$ cat config.mk
export PLATFORM = sky130hd
export DESIGN_NAME = fft_frame_sequencer
export DESIGN_NICKNAME = d
export VERILOG_FILES = /design/src/rtl/fft_pkg.sv /design/src/rtl/fft_sample_buffer.sv /design/src/rtl/fft_frame_sequencer.sv
export SDC_FILE = /design/constraint.sdc
export NUM_CORES = 2
export LEC_CHECK = 0
export ABC_AREA = 1
export CAP_MARGIN = 20
export CORE_AREA = 5 5 511 513
export CTS_CLUSTER_SIZE = 40
export DETAILED_ROUTE_END_ITERATION = 8
export DIE_AREA = 0 0 516 518
export REMOVE_ABC_BUFFERS = 1
export SYNTH_ARGS = -nofsm -noshare
export SYNTH_HDL_FRONTEND = slang
export SYNTH_SLANG_ARGS = --single-unit
export TNS_END_PERCENT = 30
$ cat constraint.sdc
create_clock -name i_clk -period 30.2 [get_ports i_clk]
set_input_delay 9.06 -clock i_clk [delete_from_list [all_inputs] [get_ports i_clk]]
set_output_delay 9.06 -clock i_clk [all_outputs]
set_load 0.01 [all_outputs]
$ cat src/rtl/fft_pkg.sv
// Shared defaults and state encoding for the FFT frame sequencer.
package fft_pkg;

  localparam int N_POINTS_DEF = 16;
  localparam int SAMPLE_W_DEF = 16;
  localparam int BIN_W_DEF    = 32;

  typedef enum logic [1:0] {
    ST_FILL    = 2'd0,
    ST_SETTLE  = 2'd1,
    ST_CAPTURE = 2'd2
  } seq_state_t;

endpackage

$ cat src/rtl/fft_sample_buffer.sv
// Frame buffer: one indexed sample write per cycle, flat parallel read-out.
module fft_sample_buffer
  import fft_pkg::*;
#(
  parameter int N_POINTS = N_POINTS_DEF,
  parameter int SAMPLE_W = SAMPLE_W_DEF,
  parameter int IDX_W    = 4
) (
  input  logic                         i_clk,
  input  logic                         i_rst,
  input  logic                         i_wr_en,
  input  logic [IDX_W-1:0]             i_wr_idx,
  input  logic [SAMPLE_W-1:0]          i_wr_data,
  output logic [N_POINTS*SAMPLE_W-1:0] o_frame
);

  logic [N_POINTS*SAMPLE_W-1:0] r_frame;

  // Store the accepted sample in its slot; the whole frame clears on reset.
  always_ff @(posedge i_clk or posedge i_rst) begin
    if (i_rst) begin
      r_frame <= '0;
    end else if (i_wr_en) begin
      r_frame[i_wr_idx*SAMPLE_W +: SAMPLE_W] <= i_wr_data;
    end
  end

  assign o_frame = r_frame;

endmodule

$ cat src/rtl/fft_frame_sequencer.sv
// Collects N_POINTS samples, lets the external FFT settle, captures the
// spectrum into a valid/ready output register.
//
//   state      | meaning
//   ST_FILL    | accepting samples into the frame buffer
//   ST_SETTLE  | frame complete, waiting SETTLE_CYCLES for the FFT output
//   ST_CAPTURE | latch spectrum once the output register is free (may stall)
module fft_frame_sequencer
  import fft_pkg::*;
#(
  parameter int N_POINTS      = N_POINTS_DEF,
  parameter int SAMPLE_W      = SAMPLE_W_DEF,
  parameter int BIN_W         = BIN_W_DEF,
  parameter int SETTLE_CYCLES = 2
) (
  input  logic                         i_clk,
  input  logic                         i_rst,
  input  logic                         i_smp_valid,
  input  logic [SAMPLE_W-1:0]          i_smp_data,
  output logic                         o_smp_ready,
  output logic [N_POINTS*SAMPLE_W-1:0] o_fft_t,
  input  logic [N_POINTS*BIN_W-1:0]    i_fft_f,
  output logic                         o_res_valid,
  input  logic                         i_res_ready,
  output logic [N_POINTS*BIN_W-1:0]    o_res_bins,
  output logic [7:0]                   o_res_frame_id,
  output logic [7:0]                   o_drop_cnt
);

  localparam int               IDX_W       = (N_POINTS > 1) ? $clog2(N_POINTS) : 1;
  localparam logic [IDX_W-1:0] LAST_IDX    = IDX_W'(N_POINTS - 1);
  localparam logic [3:0]       SETTLE_LAST = 4'(SETTLE_CYCLES - 1);

  seq_state_t                 r_state;
  seq_state_t                 w_state_nxt;
  logic [IDX_W-1:0]           r_fill_idx;
  logic [3:0]                 r_settle_cnt;
  logic [7:0]                 r_frame_cnt;
  logic                       r_res_valid;
  logic [N_POINTS*BIN_W-1:0]  r_res_bins;
  logic [7:0]                 r_res_frame_id;
  logic [7:0]                 r_drop_cnt;
  logic                       w_smp_ready;
  logic                       w_accept;
  logic                       w_last;
  logic                       w_capture;

  // State register.
  always_ff @(posedge i_clk or posedge i_rst) begin
    if (i_rst) r_state <= ST_FILL;
    else       r_state <= w_state_nxt;
  end

  // Next-state decode plus ready/capture strobes.
  always_comb begin
    w_state_nxt = r_state;
    w_smp_ready = 1'b0;
    w_capture   = 1'b0;
    case (r_state)
      ST_FILL: begin
        w_smp_ready = 1'b1;
        if (i_smp_valid && (r_fill_idx == LAST_IDX)) w_state_nxt = ST_SETTLE;
      end
      ST_SETTLE: begin
        if (r_settle_cnt == SETTLE_LAST) w_state_nxt = ST_CAPTURE;
      end
      ST_CAPTURE: begin
        if (!r_res_valid || i_res_ready) begin
          w_capture   = 1'b1;
          w_state_nxt = ST_FILL;
        end
      end
      default: w_state_nxt = ST_FILL;
    endcase
  end

  assign w_accept = w_smp_ready & i_smp_valid;
  assign w_last   = w_accept & (r_fill_idx == LAST_IDX);

  // Fill index and settle timer; both restart when a frame completes.
  always_ff @(posedge i_clk or posedge i_rst) begin
    if (i_rst) begin
      r_fill_idx   <= '0;
      r_settle_cnt <= '0;
    end else begin
      if (w_last)        r_fill_idx <= '0;
      else if (w_accept) r_fill_idx <= r_fill_idx + 1'b1;
      if (w_last)                    r_settle_cnt <= '0;
      else if (r_state == ST_SETTLE) r_settle_cnt <= r_settle_cnt + 4'd1;
    end
  end

  // Result register: a capture wins over a same-cycle consume.
  always_ff @(posedge i_clk or posedge i_rst) begin
    if (i_rst) begin
      r_res_valid    <= 1'b0;
      r_res_bins     <= '0;
      r_res_frame_id <= '0;
      r_frame_cnt    <= '0;
    end else if (w_capture) begin
      r_res_valid    <= 1'b1;
      r_res_bins     <= i_fft_f;
      r_res_frame_id <= r_frame_cnt;
      r_frame_cnt    <= r_frame_cnt + 8'd1;
    end else if (r_res_valid && i_res_ready) begin
      r_res_valid <= 1'b0;
    end
  end

  // Saturating count of samples offered while not ready.
  always_ff @(posedge i_clk or posedge i_rst) begin
    if (i_rst) begin
      r_drop_cnt <= '0;
    end else if (i_smp_valid && !w_smp_ready && (r_drop_cnt != 8'hFF)) begin
      r_drop_cnt <= r_drop_cnt + 8'd1;
    end
  end

  fft_sample_buffer #(
    .N_POINTS (N_POINTS),
    .SAMPLE_W (SAMPLE_W),
    .IDX_W    (IDX_W)
  ) u_buf (
    .i_clk     (i_clk),
    .i_rst     (i_rst),
    .i_wr_en   (w_accept),
    .i_wr_idx  (r_fill_idx),
    .i_wr_data (i_smp_data),
    .o_frame   (o_fft_t)
  );

  assign o_smp_ready    = w_smp_ready;
  assign o_res_valid    = r_res_valid;
  assign o_res_bins     = r_res_bins;
  assign o_res_frame_id = r_res_frame_id;
  assign o_drop_cnt     = r_drop_cnt;

endmodule
==> results.sh <==
export IMPL_outcome="finished clean"
export IMPL_synth_simple_area_share_pct=31.6
export IMPL_r2r_start="r_fill_idx[0]"
export IMPL_synth_top_area_share_pct=62.2
export IMPL_reg2reg_slack_ps=25240
export IMPL_rsz0062_at_grt="no"
export IMPL_cap_violations=0
export IMPL_place_ws_ps=16160
export IMPL_max_freq_mhz=75.6
export IMPL_synth_warnings=0
export IMPL_gp_congestion=0.952
export IMPL_max_clock_path_buffers=3
export IMPL_critical_path_class="in2reg"
export IMPL_slowest_delay_ps=770
export IMPL_tightest_slew_ps=1110
export IMPL_routed_wl_um=236000
export IMPL_path_max_fanout=96
export IMPL_setup_viol=0
export IMPL_grt_pass1_wl_um=307000
export IMPL_relSlewSlack_pct=25.8
export IMPL_syn2layout_area_growth_pct=64.1
export IMPL_cts_sinks=803
export IMPL_fin_crit_sh_pct=43.8
export IMPL_cp_top_family="buffers and inverters"
export IMPL_drive_gt1_share_pct=5.37
export IMPL_die_w_um=516
export IMPL_synth_area_um2=32300
export IMPL_synth_distinct_cells=34
export IMPL_r2r_end="u_buf.o_frame[39]"
export IMPL_crit_chain="clkdlybuf4s50_1, nor2_1, nor2_4, buf_4, inv_8, buf_4, buf_4, buf_4, buf_4, nor2_1, xor2_1"
export IMPL_layout_commonest_cell="nand2_1"
export IMPL_ir_drop_mv=0.0974
export IMPL_avgSynthCellArea_um2=8.45
export IMPL_hp_start="r_settle_cnt[3]"
export IMPL_fp_dieH_um=518
export IMPL_grt_overflow=0
export IMPL_fin_crit_ps=13240
export IMPL_hold_buffers=0
export IMPL_cts_resized=0
export IMPL_port_buffers=1317
export IMPL_wl_per_cell_um=27.5
export IMPL_yosys_area_top_type="dfrtp_1"
export IMPL_worstPathArrival_ps=13850
export IMPL_drt_pass1_iterations=6
export IMPL_placed_cell_area_um2=49300
export IMPL_vias=32200
export IMPL_synth_xor_area_share_pct=0.379
export IMPL_synth_area_leaders="dfrtp_1 (62%), nand2_1 (25%), nor2_1 (2.2%)"
export IMPL_rows=186
export IMPL_grt_util_all_layers_pct=16.9
export IMPL_path_common_cell="buf_4"
export IMPL_cp_num_buf_inv=7
export IMPL_design_area_um2=53000
export IMPL_fin_ws_ps=16960
export IMPL_cp_start_kind="input port"
export IMPL_postRouteAntennaNets=0
export IMPL_antenna_found_initial=79
export IMPL_p_leak_nw=24.3
export IMPL_ys_ff_latch=803
export IMPL_yosysSeqAreaShare_pct=62.2
export IMPL_hold_depth=1
export IMPL_synth_top_family_by_area="simple AND/OR/NAND/NOR gates"
export IMPL_synth_compound_area_share_pct=2.12
export IMPL_cts_made_buffers=102
export IMPL_cts_max_level=3
export IMPL_worstRegToRegCells=10
export IMPL_drtIter0Drc=2356
export IMPL_hold_viol=0
export IMPL_grt_max_degree=139
export IMPL_clock_skew_ps=47.0
export IMPL_synthMuxAreaShare_pct=0
export IMPL_p_per_area_nw_per_um2=112
export IMPL_hold_path_endpoint="r_settle_cnt[3]"
export IMPL_post_dp_hpwl_um=192000
export IMPL_post_cts_buffers=0
export IMPL_crit_required_ps=30810
export IMPL_layout_nets=5616
export IMPL_clock_root_buffer="clkbuf_16"
export IMPL_clk_pin_slew_ps=60
export IMPL_initial_core_util_pct=12.6
export IMPL_die_area_um2=267000
export IMPL_syn_inst=3828
export IMPL_final_cell_mix="nand2_1 (2,193), clkdlybuf4s50_1 (1,317), dfrtp_1 (803)"
export IMPL_hold_class="reg2reg"
export IMPL_crit_slowest_cell="buf_4"
export IMPL_io_pins=1318
export IMPL_drcViolationCount=0
export IMPL_via_per_inst=3.76
export IMPL_grt_pass1_vias=32600
export IMPL_clk_latency_ps=750
export IMPL_endpoint_kind="flop"
export IMPL_synthAdderAreaFrac_pct=0.271
export IMPL_core_area_um2=256000
export IMPL_report_final_slew_viol_count=0
export IMPL_fill_cells=28000
export IMPL_cts_tree="yes"
-- synth_stat cells --
cell type,n
xnor2_1,2
nor2_2,4
o22ai_2,1
nor3_2,2
o21ai_1,50
nand2_2,6
clkinv_2,1
buf_2,41
nand3_4,1
xor2_1,12
nor2_4,6
nand3b_1,1
o211ai_2,1
o31ai_1,1
o21ai_0,73
nor3_1,33
inv_4,1
nand2_4,1
a21oi_1,4
dfrtp_1,803
buf_1,20
nand3_1,56
nand3_2,6
nand4_1,88
inv_2,9
nor2_1,190
nand2_1,2193
buf_4,3
a31o_2,1
inv_1,51
o21a_1,1
ha_1,7
clkbuf_1,158
nor2_8,1
-- worst reg2reg max path: cells and delay by family (launching register included) --
family                   cells  cell delay, ps
adder cells (fa/ha/maj)      1             490
AND/OR/NAND/NOR              5            1400
flip-flops                   1             880
buffers and inverters        4            2090
-- cell type report --
cell class / instances / area, um^2 / area share [%]
sequential: 803 / 20100 / 37.9
timing repair buffer: 1367 / 13600 / 25.7
multi-input combinational: 2741 / 11200 / 21.1
tap: 3384 / 4230 / 7.98
clock buffer: 145 / 3000 / 5.65
clock inverter: 45 / 622 / 1.17
inverter: 62 / 253 / 0.476
antenna: 22 / 55.1 / 0.104
-- cells by family after synthesis --
group / count (synthesis)
xor gates and xnor gates: 14
DFF: 803
and+or+nand+nor: 2588
AOI/OAI and AO/OA: 132
buffers and inverters: 284
adders and majority gates: 7
-- state kept, by name (all words and copies together), names as in the netlist --
register / flops
o_drop_cnt: 8
o_res_bins: 512
o_res_frame_id: 8
o_res_valid: 1
r_fill_idx: 4
r_frame_cnt: 8
r_settle_cnt: 4
r_state: 2
u_buf.o_frame: 256
-- power breakdown --
group	internal, W	total, W	switching, W
logic	0.00106	0.00274	0.00169
registers	0.00153	0.00184	0.000315
clock network	0.000789	0.00133	0.000542
-- per-stage QoR --
| step | utilization (%) | hold WS [ps] | std cells | setup TNS (ps) | total power [W] |
|---|---|---|---|---|---|
| 4_1_cts | 20.7 | 462 | 8546 | 0 | 0.00604 |
| 6_report | 20.7 | 458 | 8569 | 0 | 0.00592 |
| 2_1_floorplan | - | 428 | 3606 | -2624100 | 0.00269 |
| 3_5_place_dp | 19.3 | 456 | 8356 | 0 | 0.00465 |
| 5_1_grt | 20.7 | 482 | 8560 | 0 | 0.00624 |
| 3_3_place_gp | 19.3 | 441 | 8355 | 0 | 0.00463 |
-- metal layers --
layer  part of all wire, %  vias up  wire (um)  track usage, %
met3                    10      388      24500            7.32
met2                    48     1472     114000            29.0
met4                   5.1       42      11900            7.66
li1                      -    14400          -               -
met5                  0.10        -        243               0
met1                    36    15900      85600            17.9
-- worst max-delay path by stage --
stage,start,to,slack (ps),depth (start not counted)
final,i_res_ready,r_frame_cnt[3],16960,11
after floorplan,i_res_ready,r_frame_cnt[3],-3040,5
after global placement,i_res_ready,r_frame_cnt[3],16220,11
after detailed placement,i_res_ready,r_frame_cnt[3],16160,11
after global routing,i_res_ready,r_frame_cnt[3],16630,11
after CTS,i_res_ready,r_frame_cnt[3],17010,11
Note: power is estimated with default switching activity, not from simulation.
